### config.mk
export PLATFORM = sky130hd
export DESIGN_NAME = mult_div_unit_flat
export DESIGN_NICKNAME = d
export VERILOG_FILES = /design/src/rtl/mdu_pkg.sv /design/src/rtl/mult_div_unit_if.sv /design/src/rtl/mdu_iter_core.sv /design/src/rtl/mult_div_unit.sv /design/src/flat_wrapper.sv
export SDC_FILE = /design/constraint.sdc
export NUM_CORES = 1
export LEC_CHECK = 0
export CAP_MARGIN = 20
export CELL_PAD_IN_SITES_DETAIL_PLACEMENT = 1
export CELL_PAD_IN_SITES_GLOBAL_PLACEMENT = 2
export CORE_AREA = 8 8 243 199
export DETAILED_ROUTE_END_ITERATION = 8
export DIE_AREA = 0 0 251 207
export GPL_TIMING_DRIVEN = 0
export PLACE_DENSITY = 0.84
export SLEW_MARGIN = 20
export SYNTH_ARGS = -nofsm -noshare
export SYNTH_HDL_FRONTEND = slang
export SYNTH_SLANG_ARGS = --single-unit
### constraint.sdc
create_clock -name clock -period 11.9 [get_ports clock]
set_input_delay 1.19 -clock clock [delete_from_list [all_inputs] [get_ports clock]]
set_output_delay 1.19 -clock clock [all_outputs]
set_load 0.03 [all_outputs]
### src/rtl/mdu_pkg.sv
`default_nettype none
// ============================================================================
// Module      : mdu_pkg
// Description : Operation and state encodings for the multiply/divide unit.
// Revision    : 1.0
// ============================================================================
package mdu_pkg;

    typedef enum logic [1:0] {
        OP_MULT  = 2'b00,
        OP_MULTU = 2'b01,
        OP_DIV   = 2'b10,
        OP_DIVU  = 2'b11
    } mdu_op_t;

    typedef enum logic [1:0] {
        ST_IDLE = 2'd0,
        ST_MUL  = 2'd1,
        ST_DIV  = 2'd2,
        ST_DONE = 2'd3
    } mdu_state_t;

endpackage
`default_nettype wire

### src/rtl/mult_div_unit_if.sv
`default_nettype none
// ============================================================================
// Module      : mult_div_unit_if
// Description : Control-unit side handshake and HI/LO bus of the MDU.
// Revision    : 1.0
// ============================================================================
interface mult_div_unit_if
    import mdu_pkg::*;
#(
    parameter int WIDTH = 32
);
    logic             start;
    mdu_op_t          op;
    logic [WIDTH-1:0] a;
    logic [WIDTH-1:0] b;
    logic             hi_we;
    logic             lo_we;
    logic [WIDTH-1:0] wdata;
    logic             busy;
    logic             done;
    logic             div_zero;
    logic [WIDTH-1:0] hi;
    logic [WIDTH-1:0] lo;
    logic [1:0]       state_out;

    modport master (
        output start, op, a, b, hi_we, lo_we, wdata,
        input  busy, done, div_zero, hi, lo, state_out
    );

    modport slave (
        input  start, op, a, b, hi_we, lo_we, wdata,
        output busy, done, div_zero, hi, lo, state_out
    );
endinterface
`default_nettype wire

### src/rtl/mdu_iter_core.sv
`default_nettype none
// ============================================================================
// Module      : mdu_iter_core
// Description : Shift-add / restoring-divide datapath, one bit per cycle.
// Revision    : 1.0
// ============================================================================
module mdu_iter_core #(
    parameter int WIDTH = 32
) (
    input  wire logic             clk,
    input  wire logic             rst,
    input  wire logic             i_load,
    input  wire logic             i_step,
    input  wire logic             i_is_div,
    input  wire logic [WIDTH-1:0] i_a,
    input  wire logic [WIDTH-1:0] i_b,
    output logic      [WIDTH-1:0] o_acc_nxt,
    output logic      [WIDTH-1:0] o_mq_nxt,
    output logic                  o_last
);
    localparam int CNT_W = $clog2(WIDTH);
    localparam logic [CNT_W-1:0] c_cnt_init = CNT_W'(WIDTH - 1);

    logic [WIDTH-1:0] r_acc;
    logic [WIDTH-1:0] r_mq;
    logic [WIDTH-1:0] r_b;
    logic [CNT_W-1:0] r_cnt;

    logic [WIDTH:0]   w_sum;
    logic [WIDTH:0]   w_shift;
    logic             w_ge;
    logic [WIDTH-1:0] w_diff;

    // Multiply: {acc,mq} shifts right with the carry of acc+b entering from the top.
    assign w_sum   = {1'b0, r_acc} + (r_mq[0] ? {1'b0, r_b} : '0);
    // Divide: partial remainder stays below b, so a WIDTH-bit difference is exact.
    assign w_shift = {r_acc, r_mq[WIDTH-1]};
    assign w_ge    = (w_shift >= {1'b0, r_b});
    assign w_diff  = w_shift[WIDTH-1:0] - r_b;

    always_comb begin
        if (i_is_div) begin
            o_acc_nxt = w_ge ? w_diff : w_shift[WIDTH-1:0];
            o_mq_nxt  = {r_mq[WIDTH-2:0], w_ge};
        end else begin
            o_acc_nxt = w_sum[WIDTH:1];
            o_mq_nxt  = {w_sum[0], r_mq[WIDTH-1:1]};
        end
    end

    assign o_last = (r_cnt == '0);

    always_ff @(posedge clk) begin
        if (rst) begin
            r_acc <= '0;
            r_mq  <= '0;
            r_b   <= '0;
            r_cnt <= '0;
        end else if (i_load) begin
            r_acc <= '0;
            r_mq  <= i_a;
            r_b   <= i_b;
            r_cnt <= c_cnt_init;
        end else if (i_step) begin
            r_acc <= o_acc_nxt;
            r_mq  <= o_mq_nxt;
            if (r_cnt != '0) begin
                r_cnt <= r_cnt - 1'b1;
            end
        end
    end
endmodule
`default_nettype wire

### src/rtl/mult_div_unit.sv
`default_nettype none
// ============================================================================
// Module      : mult_div_unit
// Description : Iterative MULT/MULTU/DIV/DIVU unit owning HI/LO.
//               MDU_DIVZERO_EXC_EN: divide by zero keeps HI/LO, flags div_zero.
// Revision    : 1.0
// ============================================================================
module mult_div_unit
    import mdu_pkg::*;
#(
    parameter int WIDTH = 32
) (
    input  wire logic       clock,
    input  wire logic       reset,
    mult_div_unit_if.slave  bus
);
    mdu_state_t       r_state;
    logic             r_busy;
    logic             r_done;
    logic             r_neg_q;
    logic             r_neg_r;
    logic [WIDTH-1:0] r_hi;
    logic [WIDTH-1:0] r_lo;

    logic [1:0]         w_op;
    logic               w_idle;
    logic               w_signed;
    logic               w_b_zero;
    logic               w_load;
    logic               w_running;
    logic               w_last;
    logic [WIDTH-1:0]   w_mag_a;
    logic [WIDTH-1:0]   w_mag_b;
    logic [WIDTH-1:0]   w_acc_nxt;
    logic [WIDTH-1:0]   w_mq_nxt;
    logic [2*WIDTH-1:0] w_prod;
    logic [2*WIDTH-1:0] w_prod_fix;
    logic [WIDTH-1:0]   w_res_hi;
    logic [WIDTH-1:0]   w_res_lo;

    assign w_op      = bus.op;
    assign w_idle    = (r_state == ST_IDLE) || (r_state == ST_DONE);
    assign w_running = (r_state == ST_MUL) || (r_state == ST_DIV);
    assign w_signed  = ~w_op[0];
    assign w_b_zero  = (bus.b == '0);
    assign w_load    = w_idle & bus.start & ~(w_op[1] & w_b_zero);
    assign w_mag_a   = (w_signed && bus.a[WIDTH-1]) ? -bus.a : bus.a;
    assign w_mag_b   = (w_signed && bus.b[WIDTH-1]) ? -bus.b : bus.b;

    mdu_iter_core #(
        .WIDTH (WIDTH)
    ) u_core (
        .clk       (clock),
        .rst       (reset),
        .i_load    (w_load),
        .i_step    (w_running),
        .i_is_div  (r_state == ST_DIV),
        .i_a       (w_mag_a),
        .i_b       (w_mag_b),
        .o_acc_nxt (w_acc_nxt),
        .o_mq_nxt  (w_mq_nxt),
        .o_last    (w_last)
    );

    // Sign fix-up on the final-iteration values, written as the FSM enters DONE.
    assign w_prod     = {w_acc_nxt, w_mq_nxt};
    assign w_prod_fix = r_neg_q ? -w_prod : w_prod;
    assign w_res_hi   = (r_state == ST_DIV) ? (r_neg_r ? -w_acc_nxt : w_acc_nxt)
                                            : w_prod_fix[2*WIDTH-1:WIDTH];
    assign w_res_lo   = (r_state == ST_DIV) ? (r_neg_q ? -w_mq_nxt : w_mq_nxt)
                                            : w_prod_fix[WIDTH-1:0];

`ifdef MDU_DIVZERO_EXC_EN
    logic r_div_zero;
    assign bus.div_zero = r_div_zero;
`else
    assign bus.div_zero = 1'b0;
`endif

    always_ff @(posedge clock) begin
        if (reset) begin
            r_state <= ST_IDLE;
            r_busy  <= 1'b0;
            r_done  <= 1'b0;
            r_neg_q <= 1'b0;
            r_neg_r <= 1'b0;
            r_hi    <= '0;
            r_lo    <= '0;
`ifdef MDU_DIVZERO_EXC_EN
            r_div_zero <= 1'b0;
`endif
        end else begin
            r_done <= 1'b0;
`ifdef MDU_DIVZERO_EXC_EN
            r_div_zero <= 1'b0;
`endif
            case (r_state)
                ST_IDLE, ST_DONE: begin
                    if (bus.hi_we) r_hi <= bus.wdata;
                    if (bus.lo_we) r_lo <= bus.wdata;
                    if (bus.start) begin
                        r_neg_q <= w_signed & (bus.a[WIDTH-1] ^ bus.b[WIDTH-1]);
                        r_neg_r <= w_signed & bus.a[WIDTH-1];
                        if (w_op[1] && w_b_zero) begin
                            r_state <= ST_DONE;
                            r_busy  <= 1'b0;
                            r_done  <= 1'b1;
`ifdef MDU_DIVZERO_EXC_EN
                            r_div_zero <= 1'b1;
`else
                            r_hi <= bus.a;
                            r_lo <= '1;
`endif
                        end else begin
                            r_state <= w_op[1] ? ST_DIV : ST_MUL;
                            r_busy  <= 1'b1;
                        end
                    end else begin
                        r_state <= ST_IDLE;
                        r_busy  <= 1'b0;
                    end
                end
                ST_MUL, ST_DIV: begin
                    if (w_last) begin
                        r_state <= ST_DONE;
                        r_busy  <= 1'b0;
                        r_done  <= 1'b1;
                        r_hi    <= w_res_hi;
                        r_lo    <= w_res_lo;
                    end
                end
                default: begin
                    r_state <= ST_IDLE;
                    r_busy  <= 1'b0;
                end
            endcase
        end
    end

    assign bus.busy      = r_busy;
    assign bus.done      = r_done;
    assign bus.hi        = r_hi;
    assign bus.lo        = r_lo;
    assign bus.state_out = r_state;
endmodule
`default_nettype wire

### src/flat_wrapper.sv
// flat-port wrapper written by rule: the top's interface ports become plain ports
module mult_div_unit_flat import mdu_pkg::*;
#(
    parameter int WIDTH = 32
)
  (clock, reset, bus_start, bus_op, bus_a, bus_b, bus_hi_we, bus_lo_we, bus_wdata, bus_busy, bus_done, bus_div_zero, bus_hi, bus_lo, bus_state_out);
  mult_div_unit_if #(.WIDTH(WIDTH)) bus_i ();
  input  wire logic clock;
  input  wire logic reset;
  input wire logic [$bits(bus_i.start)-1:0] bus_start;
  input wire logic [$bits(bus_i.op)-1:0] bus_op;
  input wire logic [$bits(bus_i.a)-1:0] bus_a;
  input wire logic [$bits(bus_i.b)-1:0] bus_b;
  input wire logic [$bits(bus_i.hi_we)-1:0] bus_hi_we;
  input wire logic [$bits(bus_i.lo_we)-1:0] bus_lo_we;
  input wire logic [$bits(bus_i.wdata)-1:0] bus_wdata;
  output wire logic [$bits(bus_i.busy)-1:0] bus_busy;
  output wire logic [$bits(bus_i.done)-1:0] bus_done;
  output wire logic [$bits(bus_i.div_zero)-1:0] bus_div_zero;
  output wire logic [$bits(bus_i.hi)-1:0] bus_hi;
  output wire logic [$bits(bus_i.lo)-1:0] bus_lo;
  output wire logic [$bits(bus_i.state_out)-1:0] bus_state_out;
  assign bus_i.start = bus_start;
  assign bus_i.op = bus_op;
  assign bus_i.a = bus_a;
  assign bus_i.b = bus_b;
  assign bus_i.hi_we = bus_hi_we;
  assign bus_i.lo_we = bus_lo_we;
  assign bus_i.wdata = bus_wdata;
  assign bus_busy = bus_i.busy;
  assign bus_done = bus_i.done;
  assign bus_div_zero = bus_i.div_zero;
  assign bus_hi = bus_i.hi;
  assign bus_lo = bus_i.lo;
  assign bus_state_out = bus_i.state_out;
  mult_div_unit #(.WIDTH(WIDTH)) u_core (.clock(clock), .reset(reset), .bus(bus_i));
endmodule
==> out/results.tsv, run 1 <==
stage	metric	value	unit
run_status	run_status	finished clean	
floorplan	core_area	0.0447	mm2
critical_path	cp_top_family	buffers and inverters	
grt	grt_pass1_wl	127000	um
timing	period_minus_slack	8.45	ns
timing	fin_tns_setup	0	ns
detailed_routing	wire_per_inst	29.7	um
placed_design	gp_congestion	0.997	
clocking	htreeDepth	4	
grt	grt_pass1_vias	18500	
critical_path	crit_slowest_cell	clkbuf_2	
clocking	postCtsHoldBufs	0	
clocking	cts_tree	built	
cells_and_area	multi_input_area	0.0115	mm2
floorplan	io_pins	172	
floorplan	die-area	0.0520	mm2
synthesis	postSynthCellCount	2186	
critical_path	critPathArrivalTime	8.88	ns
synthesis	synth_compound_area_frac	0.295	
synthesis	synth_cell_type_count	90	
timing	fin_ws	3.45	ns
detailed_routing	ant_nets	0	
critical_path	worstSetupPathType	flip-flop to flip-flop	
detailed_routing	first_pass_iters	5	
synthesis	ys_seq_area_frac	0.218	
synthesis	synth_area_per_cell	7.20	um2
grt	antenna_found_initial	7	
synthesis	synth_seq_cells	171	
clocking	cts_made_buffers	17	
clocking	post_cts_buffers	0	
clocking	insertion_delay	0.49	ns
timing	worst_pin_slew	1.16	ns
synthesis	synth-adder-area-share	0.0590	
clocking	clk_pin_slew	0.09	ns
grt	grt_max_degree	19	
critical_path	critical-path-max-stage-delay	0.65	ns
cells_and_area	layout_commonest_cell	nor2_1	
placed_design	port_buffers	168	
clocking	postCtsResizedCells	0	
critical_path	cp.required	12.32	ns
cells_and_area	seq_area	0.00342	mm2
synthesis	synth_top_family_by_area	compound AO/OA/AOI/OAI gates	
detailed_routing	drt_wl_total	88100	um
cells_and_area	final_cell_mix	266 x nor2_1, 207 x a21oi_1, 197 x nand2_1, 171 x dfxtp_1, 168 x clkdlybuf4s50_1	
pwr	ir_drop	0.154	mV
detailed_routing	vias_per_cell	6.33	
synthesis	synthXorXnorAreaFrac	0.0857	
worst_hold_path	hold_path_class	flip-flop to flip-flop	
timing	relSlewSlack	0.211	
grt	grt_use_total	0.327	
critical_path	path_common_cell	buf_2	
cells_and_area	num-fill-cells	5637	
detailed_routing	drc	0	
timing	period_share	0.710	
job	cap_violations	0	
timing	grt_setup_unrepaired	no	
floorplan	fp.dieH	207	um
critical_path	setup.worst_path.end_class	flip-flop	
placed_design	hpwlAfterDp	72700	um
synthesis	synthMuxAreaShare	0.0544	
timing	fin_worst_skew	0.0173	ns
critical_path	crit_chain	inv_1 > ha_1 > buf_2 > clkbuf_1 > buf_2 > buf_2 > buf_2 > buf_2 > clkbuf_2 > buf_2 > mux2i_1 > ha_1 > o211a_1 > nand3_1 > or3_1 > or3_1 > nor4_1 > o2111ai_1 > o211ai_1 > a31oi_1 > xnor2_1 > nand3_1 > nand2_1	
cells_and_area	syn_to_final_growth	19.2	%
clocking	cts_root_buffer	clkbuf_16	
floorplan	initial_core_util	0.352	
synthesis	yosys_warnings	0	
clocking	cts_buffer_depth	2	
timing	final_hold_viol_count	0	
detailed_routing	drt_iter0_drc	2182	
timing	finalSetupViolations	0	
critical_path	critPathMaxFanout	10	
critical_path	critPathLaunchType	flip-flop	
clocking	cts.sinks	171	
cells_and_area	drive_above_1_share	0.0423	
cells_and_area	nets	2551	
placed_design	dp_slack	3.86	ns
synthesis	synth_simple_gate_area_frac	0.234	
critical_path	crit_buf_inv	9	
detailed_routing	vias	18800	
synthesis	synth_edf_count	0	
timing	max_freq	118	MHz
synthesis	synthFlopType	dfxtp_1	
pwr	powerDensity	312	mW/mm2
grt	grt.overflow.total	0	
timing	final-max-slew-violation-count	0	
pwr	p_leak	0.00729	uW
floorplan	die_w	251	um
floorplan	rows	70	
synthesis	synthesis.nets	2362	
synthesis	synthArstFlopShare	0	
synthesis	syn_area	0.0157	mm2
## tightest hold or removal path, delay by kind of cell, from the launching register on
kind                   cells  cell delay [ns]
buffers and inverters      1             0.04
AO/OA/AOI/OAI              1             0.05
flip-flops                 1             0.32
## kinds of logic (layout without fill, tap and decap cells)
logic type / Yosys count / after routing
and+or+nand+nor: 772 / 772
AOI/OAI and AO/OA: 710 / 710
buffers and inverters: 220 / 422
DFF: 171 / 171
xor gates and xnor gates: 154 / 154
muxes: 85 / 85
adders and majority gates: 73 / 73
other: 1 / 2
## where the power goes
group / total (uW) / internal [uW] / leakage (uW) / switching, uW
sequential: 970 / 766 / 0.00141 / 204
combinational: 4270 / 1290 / 0.00559 / 2980
clock: 611 / 301 / 0.000294 / 310
total: 5860 / 2360 / 0.00729 / 3500
## synth_stat cells (all sizes together) (33+ instances only)
cell	instances	share of area
a21o	34	0.016
nor3	55	0.018
nor2	267	0.064
nand2	197	0.047
a21oi	209	0.067
o22ai	33	0.013
clkbuf	118	0.028
xnor2	104	0.058
o21ai	136	0.043
dfxtp	171	0.22
mux2i	81	0.052
inv	76	0.018
and2	44	0.017
ha	71	0.056
a211oi	69	0.033
xor2	50	0.028
## final cells by class
class | count | area share
Multi-Input combinational cell | 1795 | 0.612
Sequential cell | 171 | 0.183
Timing Repair Buffer | 170 | 0.0902
Tap cell | 576 | 0.0384
Buffer | 143 | 0.0302
Clock buffer | 17 | 0.0227
Inverter | 77 | 0.0154
Clock inverter | 15 | 0.00887
Antenna cell | 1 | 0.000133
## layer usage
metal | part of all wire | GRT usage | up-vias | routed length [um]
li1 | - | - | 8346 | -
met1 | 0.48 | 0.491 | 9371 | 42200
met2 | 0.39 | 0.449 | 924 | 34300
met3 | 0.11 | 0.0956 | 132 | 9810
met4 | 0.020 | 0.0710 | 8 | 1770
met5 | 0.00068 | 0 | - | 60
## sequential cells by signal (all words and copies together), names as in the netlist
signal and cells:
u_core.u_core.r_b 32, u_core.u_core.r_mq 32, u_core.bus.state_out 2, u_core.r_neg_r 1, u_core.u_core.r_cnt 5, u_core.bus.hi 32
u_core.r_neg_q 1, u_core.u_core.r_acc 32, u_core.bus.lo 32, u_core.bus.busy 1, u_core.bus.done 1
## stage by stage
stage / utilization / hold slack [ns] / instance area (um2) / std cells / power, uW
final: 0.420 / 0.445 / 18800 / 2965 / 5860
after global routing: 0.420 / 0.479 / 18800 / 2964 / 6130
after CTS: 0.420 / 0.451 / 18800 / 2964 / 5700
after detailed placement: 0.407 / 0.439 / 18200 / 2932 / 5070
after global placement: 0.406 / 0.437 / 18100 / 2930 / 5020
after floorplan: - / 0.440 / 15700 / 2186 / 3430
## path summary, 6_finish.rpt
kind	slack, ns	end	cells after the start	start
worst max-delay path	3.45	u_core.bus.hi[10]	23	u_core.bus.state_out[0]
worst min-delay path	0.45	u_core.bus.lo[20]	2	u_core.bus.lo[20]
worst max register to register	3.45	u_core.bus.hi[10]	23	u_core.bus.state_out[0]
worst min register to register	0.45	u_core.bus.lo[20]	2	u_core.bus.lo[20]
No activity file was read; power rests on OpenSTA's default activity.
==> run 2, diff against run 1 <==
Settings changed: CORE_AREA 8 8 243 199 to 8 8 254 207, DIE_AREA 0 0 251 207 to 0 0 262 215, PLACE_DENSITY 0.84 to 0.78.
Clock period 11.9 ns to 8.6 ns, I/O delays scaled along.
==> run 2 against run 1 <==
  * Register-to-register slack got worse by 2.8 ns
  * Sequential power grew 38%
  * Clock power up 38%
  * Clock skew down 0.0016 ns
==> out/results.tsv, run 2 (synthesis results as in run 1) <==
stage	metric	value	unit
run_status	run_status	finished clean	
pwr	ir_drop	0.229	mV
detailed_routing	first_pass_iters	5	
timing	worst_pin_slew	1.22	ns
critical_path	cp_top_family	buffers and inverters	
placed_design	dp_slack	0.465	ns
timing	finalSetupViolations	0	
critical_path	critPathMaxFanout	19	
timing	period_share	0.923	
pwr	combPwrFrac	0.729	
timing	grt_setup_unrepaired	no	
detailed_routing	vias_per_cell	6.10	
pwr	seqPwrFrac	0.166	
critical_path	crit_buf_inv	7	
critical_path	crit_chain	ha_1 > buf_2 > clkbuf_1 > buf_2 > buf_2 > buf_2 > clkbuf_2 > buf_2 > mux2i_1 > ha_1 > o211a_1 > nand3_1 > or3_1 > or3_1 > nor4_1 > o2111ai_1 > o211ai_1 > a31oi_1 > xnor2_1 > nand3_1 > nand2_1	
detailed_routing	drt_wl_total	86300	um
timing	period_minus_slack	7.94	ns
critical_path	crit_start	u_core.bus.state_out[1]	
critical_path	critical-path-max-stage-delay	0.63	ns
timing	fin_tns_setup	0	ns
timing	final_hold_viol_count	0	
critical_path	critPathLaunchType	flip-flop	
clocking	clk_pin_slew	0.08	ns
cells_and_area	nets	2550	
timing	final-max-slew-violation-count	0	
clocking	cts.sinks	171	
pwr	switching_share	0.595	
cells_and_area	final_area	0.0189	mm2
clocking	cts_made_buffers	17	
grt	grt_use_total	0.301	
pwr	p_sw	4810	uW
critical_path	cp.required	9.05	ns
clocking	cts_tree	built	
critical_path	worstSetupPathType	flip-flop to flip-flop	
timing	fin_ws	0.662	ns
critical_path	crit_slowest_cell	buf_2	
placed_design	port_buffers	168	
placed_design	place_area	0.0182	mm2
floorplan	fp.dieH	215	um
grt	antenna_found_initial	10	
grt	grt.overflow.total	0	
critical_path	setup.worst_path.end_class	flip-flop	
cells_and_area	num-fill-cells	6079	
detailed_routing	ant_nets	0	
clocking	postCtsResizedCells	0	
clocking	postCtsHoldBufs	0	
cells_and_area	layout_commonest_cell	nor2_1	
grt	grt_pass1_wl	125000	um
clocking	cts_buffer_depth	2	
detailed_routing	vias	18500	
timing	relSlewSlack	0.179	
worst_hold_path	hold_path_startpoint	u_core.bus.lo[20]	
detailed_routing	wire_per_inst	28.5	um
pwr	pwr-share-clk	0.104	
grt	grt_max_degree	18	
pwr	internal_power	3270	uW
clocking	htreeDepth	4	
detailed_routing	drt_iter0_drc	2223	
cells_and_area	drive_above_1_share	0.0423	
floorplan	io_pins	172	
worst_hold_path	hold_path_class	flip-flop to flip-flop	
pwr	powerDensity	429	mW/mm2
clocking	insertion_delay	0.51	ns
clocking	cts_root_buffer	clkbuf_16	
grt	grt_pass1_vias	18100	
clocking	post_cts_buffers	0	
floorplan	die-area	0.0563	mm2
pwr	p_leak	0.00729	uW
timing	fin_worst_skew	0.0157	ns
floorplan	rows	73	
critical_path	critPathArrivalTime	8.38	ns
cells_and_area	fin_util	0.387	
job	cap_violations	0	
floorplan	die_w	262	um
floorplan	initial_core_util	0.323	
cells_and_area	final_cell_mix	266 x nor2_1, 206 x a21oi_1, 197 x nand2_1, 171 x dfxtp_1, 168 x clkdlybuf4s50_1	
cells_and_area	syn_to_final_growth	19.8	%
critical_path	path_common_cell	buf_2	
timing	max_freq	126	MHz
detailed_routing	drc	0	
placed_design	hpwlAfterDp	71700	um
placed_design	gp_congestion	0.983	
floorplan	core_area	0.0488	mm2
critical_path	r2r-start	u_core.bus.state_out[1]	
==> run 2: stage by stage <==
step | total power, uW | hold WS, ns | std cells
after floorplan | 4750 | 0.440 | 2186
after global placement | 6950 | 0.438 | 2991
after detailed placement | 7030 | 0.440 | 2993
after CTS | 7900 | 0.454 | 3025
after global routing | 8480 | 0.476 | 3025
final | 8080 | 0.457 | 3032
==> run 2: final timing paths <==
check                      endpoint  slack [ns]  depth (start not counted)
hold reg to reg   u_core.bus.lo[20]        0.46                          2
hold / removal    u_core.bus.lo[20]        0.46                          2
setup reg to reg  u_core.bus.hi[10]        0.66                         21
setup / recovery  u_core.bus.hi[10]        0.66                         21
==> run 2: power by group through the flow <==
stage | clock network, uW | logic (uW) | registers, uW
after global placement | 0 | 5610 | 1340
after detailed placement | 0 | 5680 | 1350
final | 844 | 5890 | 1340
after CTS | 855 | 5710 | 1340
after floorplan | 0 | 3280 | 1470
after global routing | 882 | 6230 | 1370
==> run 2: tightest hold or removal path, cell delays in order, from the launching register on <==
cell	delay (ns)
dfxtp_1	0.32
inv_1	0.05
a21oi_1	0.05
==> run 2: final cells by class <==
cell class,instances,area [um2],area share
multi-input combinational,1795,11500,0.609
sequential,171,3420,0.182
timing repair buffer,170,1690,0.0897
tap,637,797,0.0423
buffer,142,561,0.0297
clock buffer,19,453,0.0240
inverter,77,289,0.0153
clock inverter,13,146,0.00776
antenna,8,20.0,0.00106
==> run 2: per-layer routing <==
layer	global-route usage	vias up	routed length, um
met5	0	-	26
met3	0.0559	104	8390
met1	0.470	9191	42600
li1	-	8353	-
met4	0.0804	4	1700
met2	0.408	851	33700
==> run 3, diff against run 2 <==
Settings changed: CTS_CLUSTER_SIZE set to 30.
==> results of run 3 <==
The final DEF is identical to that of run 2; final timing and power are the same.
==> variant 1 (settings of run 3) <==
`WIDTH` is set to 32 in 4 places; all go to 16.
--- a/src/rtl/mult_div_unit_if.sv
+++ b/src/rtl/mult_div_unit_if.sv
@@ -7,7 +7,7 @@
 interface mult_div_unit_if
     import mdu_pkg::*;
 #(
-    parameter int WIDTH = 32
+    parameter int WIDTH = 16
 );
     logic             start;
     mdu_op_t          op;
--- a/src/rtl/mdu_iter_core.sv
+++ b/src/rtl/mdu_iter_core.sv
@@ -5,7 +5,7 @@
 // Revision    : 1.0
 // ============================================================================
 module mdu_iter_core #(
-    parameter int WIDTH = 32
+    parameter int WIDTH = 16
 ) (
     input  wire logic             clk,
     input  wire logic             rst,
--- a/src/rtl/mult_div_unit.sv
+++ b/src/rtl/mult_div_unit.sv
@@ -8,7 +8,7 @@
 module mult_div_unit
     import mdu_pkg::*;
 #(
-    parameter int WIDTH = 32
+    parameter int WIDTH = 16
 ) (
     input  wire logic       clock,
     input  wire logic       reset,
--- a/src/flat_wrapper.sv
+++ b/src/flat_wrapper.sv
@@ -1,7 +1,7 @@
 // flat-port wrapper written by rule: the top's interface ports become plain ports
 module mult_div_unit_flat import mdu_pkg::*;
 #(
-    parameter int WIDTH = 32
+    parameter int WIDTH = 16
 )
   (clock, reset, bus_start, bus_op, bus_a, bus_b, bus_hi_we, bus_lo_we, bus_wdata, bus_busy, bus_done, bus_div_zero, bus_hi, bus_lo, bus_state_out);
   mult_div_unit_if #(.WIDTH(WIDTH)) bus_i ();
Interface: changed (5 resized); port bits go from 172 to 92. The function was not compared with the original's and may differ.
==> variant 1 against run 3 <==
  * Wire length fell by 56%
  * Synthesized cell count is 51% lower
  * Count of clock-buffer cells in the layout shrank 9
  * Area after synthesis decreased by 49%
  * Sequential cell count down 81
  * First-iteration DRC count down 69%
  * Clock skew decreased by 2.9 ps
  * Sequential power is 48% lower
  * Worst setup slack better by 1800 ps
  * Final area fell by 47%
  * Total power down 49%
  * Worst hold slack lost 3.2 ps
  * Die area did not move
  * Critical path type unchanged
==> variant 1: results (changes against run 3) <==
INFO  metric place_inst = 1789 (-40%)
INFO  metric groute.usage.overall = 13.0% (-17 points)
INFO  metric met3_usage = 1.86% (-3.7 points)
INFO  metric maximum_number_of_pins_on_one_net_before_global_route_repair = 17 (-1)
INFO  metric grt_pass1_wl = 56700 um (-55%)
INFO  metric worstPathMaxFanout = 10 (-9)
INFO  metric routed_wl = 37600 um (-56%)
INFO  metric yosys-top-cells-area = sky130_fd_sc_hd__dfxtp_1, sky130_fd_sc_hd__ha_1, sky130_fd_sc_hd__a21oi_1, sky130_fd_sc_hd__nor2_1, sky130_fd_sc_hd__xnor2_1
INFO  metric p_leak = 3.70 nW (-49%)
INFO  metric synth_cells = 1064 (-51%)
INFO  metric globalRouteMet1Util = 19.0% (-28 points)
INFO  metric internal_power = 1.77 mW (-46%)
INFO  metric rrSetupSlack = 2420 ps (+1760 ps)
INFO  metric clock-skew-final = 12.8 ps (-2.89 ps)
INFO  metric port_buffers = 88 (-48%)
INFO  metric placed_area = 9680 um2 (-47%)
INFO  metric placement.setup.worst_slack = 2540 ps (+2080 ps)
INFO  metric drt_iter0_drc = 696 (-69%)
INFO  metric dp_hpwl = 30900 um (-57%)
INFO  metric worstMarginPinSlew = 1010 ps (-205 ps)
INFO  metric timing.critical_path.to = u_core.bus.hi[12]
INFO  metric grt.met2_usage = 19.9% (-21 points)
INFO  metric synth_nets = 1159 (-51%)
INFO  metric numCtsBuffers = 9 (-8)
INFO  metric p_sw_share = 56.6% (-2.9 points)
INFO  metric period_share = 71.9% (-20 points)
INFO  metric h-tree-depth = 3 (-1)
INFO  metric synth.top_cells.by_count = sky130_fd_sc_hd__nor2_1, sky130_fd_sc_hd__nand2_1, sky130_fd_sc_hd__a21oi_1, sky130_fd_sc_hd__dfxtp_1, sky130_fd_sc_hd__o21ai_0
INFO  metric final.fill_count = 5933 (-2.4%)
INFO  metric synth.yosys.seq_area_share = 22.5% (+0.75 points)
INFO  metric gpl.final_weighted_congestion = 0.878 (-11%)
INFO  metric reg2reg_depth = 18 (-14%)
INFO  metric result_of_the_run = finished, final reports clean
INFO  metric grt_antenna_before_repair = 2 (-8)
INFO  metric net_count_of_the_finished_layout = 1258 (-51%)
INFO  metric clock_latency_reported_for_the_late_side_of_the_worst_skew_pair = 370 ps (-140 ps)
-- variant 1: cell count changes after synthesis, sizes merged, moves of 26 or more --
cell and change:
nor2 -151, a21oi -114, nand2 -100, dfxtp -81
o21ai -78, clkbuf -70, xnor2 -57, mux2i -41
nor3 -35, ha -33, a211oi -32, xor2 -26
-- variant 1: per-layer routing --
layer / vias to the layer above / part of all wire, %
met5: - / 0
li1: 4122 / -
met4: 0 / 1.5
met3: 35 / 6.8
met2: 268 / 43
met1: 4448 / 48
-- variant 1: area by class of cell --
type	count	area, um2	area share [%]
Buffer	62	260	2.61
Sequential cell	90	1800	18.1
Clock inverter	6	50.0	0.502
Clock buffer	10	239	2.40
Tap cell	637	797	7.99
Antenna cell	1	2.50	0.0251
Multi-Input combinational cell	860	5750	57.6
Timing Repair Buffer	88	881	8.83
Inverter	52	195	1.96
-- variant 1: kinds of logic (layout without fill, tap and decap cells) --
| logic type | after synthesis | in the layout | synth area share [%] |
|---|---|---|---|
| other | 1 | 2 | 0.0468 |
| AO/OA/AOI/OAI | 356 | 356 | 31.3 |
| flip-flops | 90 | 90 | 22.5 |
| buffers and inverters | 114 | 218 | 5.69 |
| adder cells (fa/ha/maj) | 40 | 40 | 6.44 |
| multiplexers | 43 | 43 | 5.42 |
| XOR/XNOR | 71 | 71 | 7.77 |
| AND/OR/NAND/NOR | 349 | 349 | 20.9 |
-- variant 1: critical path, cell delays in order (launching register included) --
cell and delay [ps]:
sky130_fd_sc_hd__dfxtp_1 390, sky130_fd_sc_hd__ha_1 160, sky130_fd_sc_hd__buf_2 190, sky130_fd_sc_hd__buf_6 190, sky130_fd_sc_hd__buf_2 290, sky130_fd_sc_hd__clkbuf_1 420
sky130_fd_sc_hd__clkbuf_1 810, sky130_fd_sc_hd__clkbuf_1 720, sky130_fd_sc_hd__clkbuf_1 580, sky130_fd_sc_hd__nor2_1 130, sky130_fd_sc_hd__a21oi_1 200, sky130_fd_sc_hd__ha_1 200
sky130_fd_sc_hd__inv_1 70, sky130_fd_sc_hd__a2111oi_2 350, sky130_fd_sc_hd__or4b_1 570, sky130_fd_sc_hd__o41ai_2 270, sky130_fd_sc_hd__xor2_1 110, sky130_fd_sc_hd__a221oi_1 320
sky130_fd_sc_hd__nor2_1 60
-- variant 1: worst min-delay path by stage --
stage / startpoint / end / cells past startpoint / slack (ps)
floorplan: u_core.u_core.r_b[15] / u_core.u_core.r_b[15] / 2 / 440
global placement: u_core.bus.lo[4] / u_core.bus.lo[4] / 2 / 440
detailed placement: u_core.bus.lo[4] / u_core.bus.lo[4] / 2 / 440
CTS: u_core.bus.lo[4] / u_core.bus.lo[4] / 2 / 450
global route: u_core.bus.lo[4] / u_core.bus.lo[4] / 2 / 470
finish: u_core.bus.lo[4] / u_core.bus.lo[4] / 2 / 450
==> variant 2 (config.mk and constraints of run 3) <==
Without the edit above. Make the reset (`reset` and `rst`) asynchronous in 2 clocked blocks.
--- a/src/rtl/mdu_iter_core.sv
+++ b/src/rtl/mdu_iter_core.sv
@@ -50,7 +50,7 @@
 
     assign o_last = (r_cnt == '0);
 
-    always_ff @(posedge clk) begin
+    always_ff @(posedge clk or posedge rst) begin
         if (rst) begin
             r_acc <= '0;
             r_mq  <= '0;
--- a/src/rtl/mult_div_unit.sv
+++ b/src/rtl/mult_div_unit.sv
@@ -77,7 +77,7 @@
     assign bus.div_zero = 1'b0;
 `endif
 
-    always_ff @(posedge clock) begin
+    always_ff @(posedge clock or posedge reset) begin
         if (reset) begin
             r_state <= ST_IDLE;
             r_busy  <= 1'b0;
Function: differs if reset is asserted again (counterexample within 4 cycles, from zero or initial values and one cycle with reset high); with reset held inactive, the same outputs for 4 cycles.
==> variant 2 against run 3 <==
  * Maximum frequency increased by 15%
  * Sequential cell count unchanged
  * Final area increased by 1.6%
  * Worst hold slack improved by 35 ps
  * Worst setup slack improved by 1000 ps
  * Via count decreased by 4.6%
  * Non-clock buffer count decreased by 20
  * Wire length decreased by 4.0%
  * Critical path depth decreased by 1
  * Area after synthesis increased by 1.7%
Power is left out: the tool's default activity adds up to more than one toggle a clock period on the data nets, which glitch-free logic cannot reach.
==> variant 2: results (changes against run 3) <==
INFO  metric rrSetupSlack = 1700 ps (+1030 ps)
INFO  metric critical_path.slowest_cell = sky130_fd_sc_hd__or4_1
INFO  metric dp_hpwl = 67700 um (-5.6%)
INFO  metric met1Wirelength = 38400 um (-9.9%)
INFO  metric synthDistinctLibCells = 92 (+2.2%)
INFO  metric final_layout_size_suffix_gt1_share = 5.28% (+1.0 points)
INFO  metric net_count_of_the_finished_layout = 2436 (-4.5%)
INFO  metric wl_met2 = 33900 um (+0.59%)
INFO  metric grt_pass1_wl = 121000 um (-3.8%)
INFO  metric worst-endpoint-arrival = 7210 ps (-1170 ps)
INFO  metric grt_antenna_before_repair = 5 (-5)
INFO  metric first_global_vias = 17500 (-3.0%)
INFO  metric worstMarginPinSlew = 1160 ps (-58.9 ps)
INFO  metric globalRouteMet1Util = 41.6% (-5.4 points)
INFO  metric hold_ws = 492 ps (+35.2 ps)
INFO  metric grt.met2_usage = 40.5% (-0.33 points)
INFO  metric min_delay_endpoint = u_core.bus.busy
INFO  metric drt_iter0_drc = 1656 (-26%)
INFO  metric slowest_delay = 790 ps (+160 ps)
INFO  metric top_layer_used = met4
INFO  metric synth_top_flop_cell = sky130_fd_sc_hd__dfrtp_1
INFO  metric worst_min_path_start = u_core.bus.busy
INFO  metric met3_usage = 10.6% (+5.0 points)
INFO  metric maximum_number_of_pins_on_one_net_before_global_route_repair = 94 (+76)
INFO  metric critical_path.reg2reg.startpoint = u_core.u_core.r_b[30]
INFO  metric synth.yosys.seq_area_share = 26.7% (+5.0 points)
INFO  metric yosys-top-cells-area = sky130_fd_sc_hd__dfrtp_1, sky130_fd_sc_hd__a21oi_1, sky130_fd_sc_hd__ha_1, sky130_fd_sc_hd__o21ai_0, sky130_fd_sc_hd__nand2_1
INFO  metric reg2reg_depth = 20 (-4.8%)
INFO  metric port_buffers = 169 (+0.60%)
INFO  metric clock_latency_reported_for_the_late_side_of_the_worst_skew_pair = 480 ps (-30 ps)
INFO  metric gpl.final_weighted_congestion = 0.970 (-1.3%)
INFO  metric synth_nets = 2246 (-4.9%)
INFO  metric worstHoldPathType = register to register
INFO  metric worstPathMaxFanout = 9 (-10)
INFO  metric synth.top_cells.by_count = sky130_fd_sc_hd__a21oi_1, sky130_fd_sc_hd__nand2_1, sky130_fd_sc_hd__o21ai_0, sky130_fd_sc_hd__dfrtp_1, sky130_fd_sc_hd__nor2_1
INFO  metric result_of_the_run = finished, final reports clean
INFO  metric rr_endpoint = u_core.bus.hi[28]
variant 2: logic make-up after synthesis:
| group | count (synthesis) | synth area share (%) |
|---|---|---|
| AOI/OAI and AO/OA | 686 | 26.6 |
| xor gates and xnor gates | 151 | 8.26 |
| adders and majority gates | 73 | 5.80 |
| buffers and inverters | 189 | 4.67 |
| DFF | 171 | 26.7 |
| muxes | 103 | 6.64 |
| other | 1 | 0.0234 |
| and+or+nand+nor | 696 | 21.2 |
variant 2: worst max-delay path by stage:
stage	cells past startpoint	from	to
CTS	20	u_core.u_core.r_b[30]	u_core.bus.hi[28]
global route	20	u_core.u_core.r_b[30]	u_core.bus.hi[28]
detailed placement	20	u_core.u_core.r_b[30]	u_core.bus.hi[28]
floorplan	1	reset	u_core.bus.busy
global placement	2	reset	u_core.u_core.r_b[25]
finish	20	u_core.u_core.r_b[30]	u_core.bus.hi[28]
variant 2: metrics by stage:
stage	area [um2]	instances	utilization, %	setup WS, ps
2_1_floorplan	16000	2070	-	3110
3_3_place_gp	18500	2876	37.9	88.4
3_5_place_dp	18500	2878	38.0	2050
4_1_cts	19100	2910	39.3	2030
5_1_grt	19100	2910	39.3	1640
6_report	19100	2911	39.3	1700
variant 2: cell type report:
cell class / count / area, um2
fill: 5980 / 29600
clock buffer: 18 / 439
timing repair buffer: 171 / 1720
clock inverter: 14 / 159
buffer: 121 / 492
antenna: 1 / 2.50
tap: 637 / 797
sequential: 171 / 4280
multi-input combinational: 1710 / 11000
inverter: 68 / 263
variant 2: worst max-delay path, delay by kind of cell, from the launching register on:
kind,cells,cell delay (ps)
AO/OA/AOI/OAI,10,3030
XOR/XNOR,1,180
adder cells (fa/ha/maj),2,690
buffers and inverters,1,280
flip-flops,1,580
AND/OR/NAND/NOR,6,1950
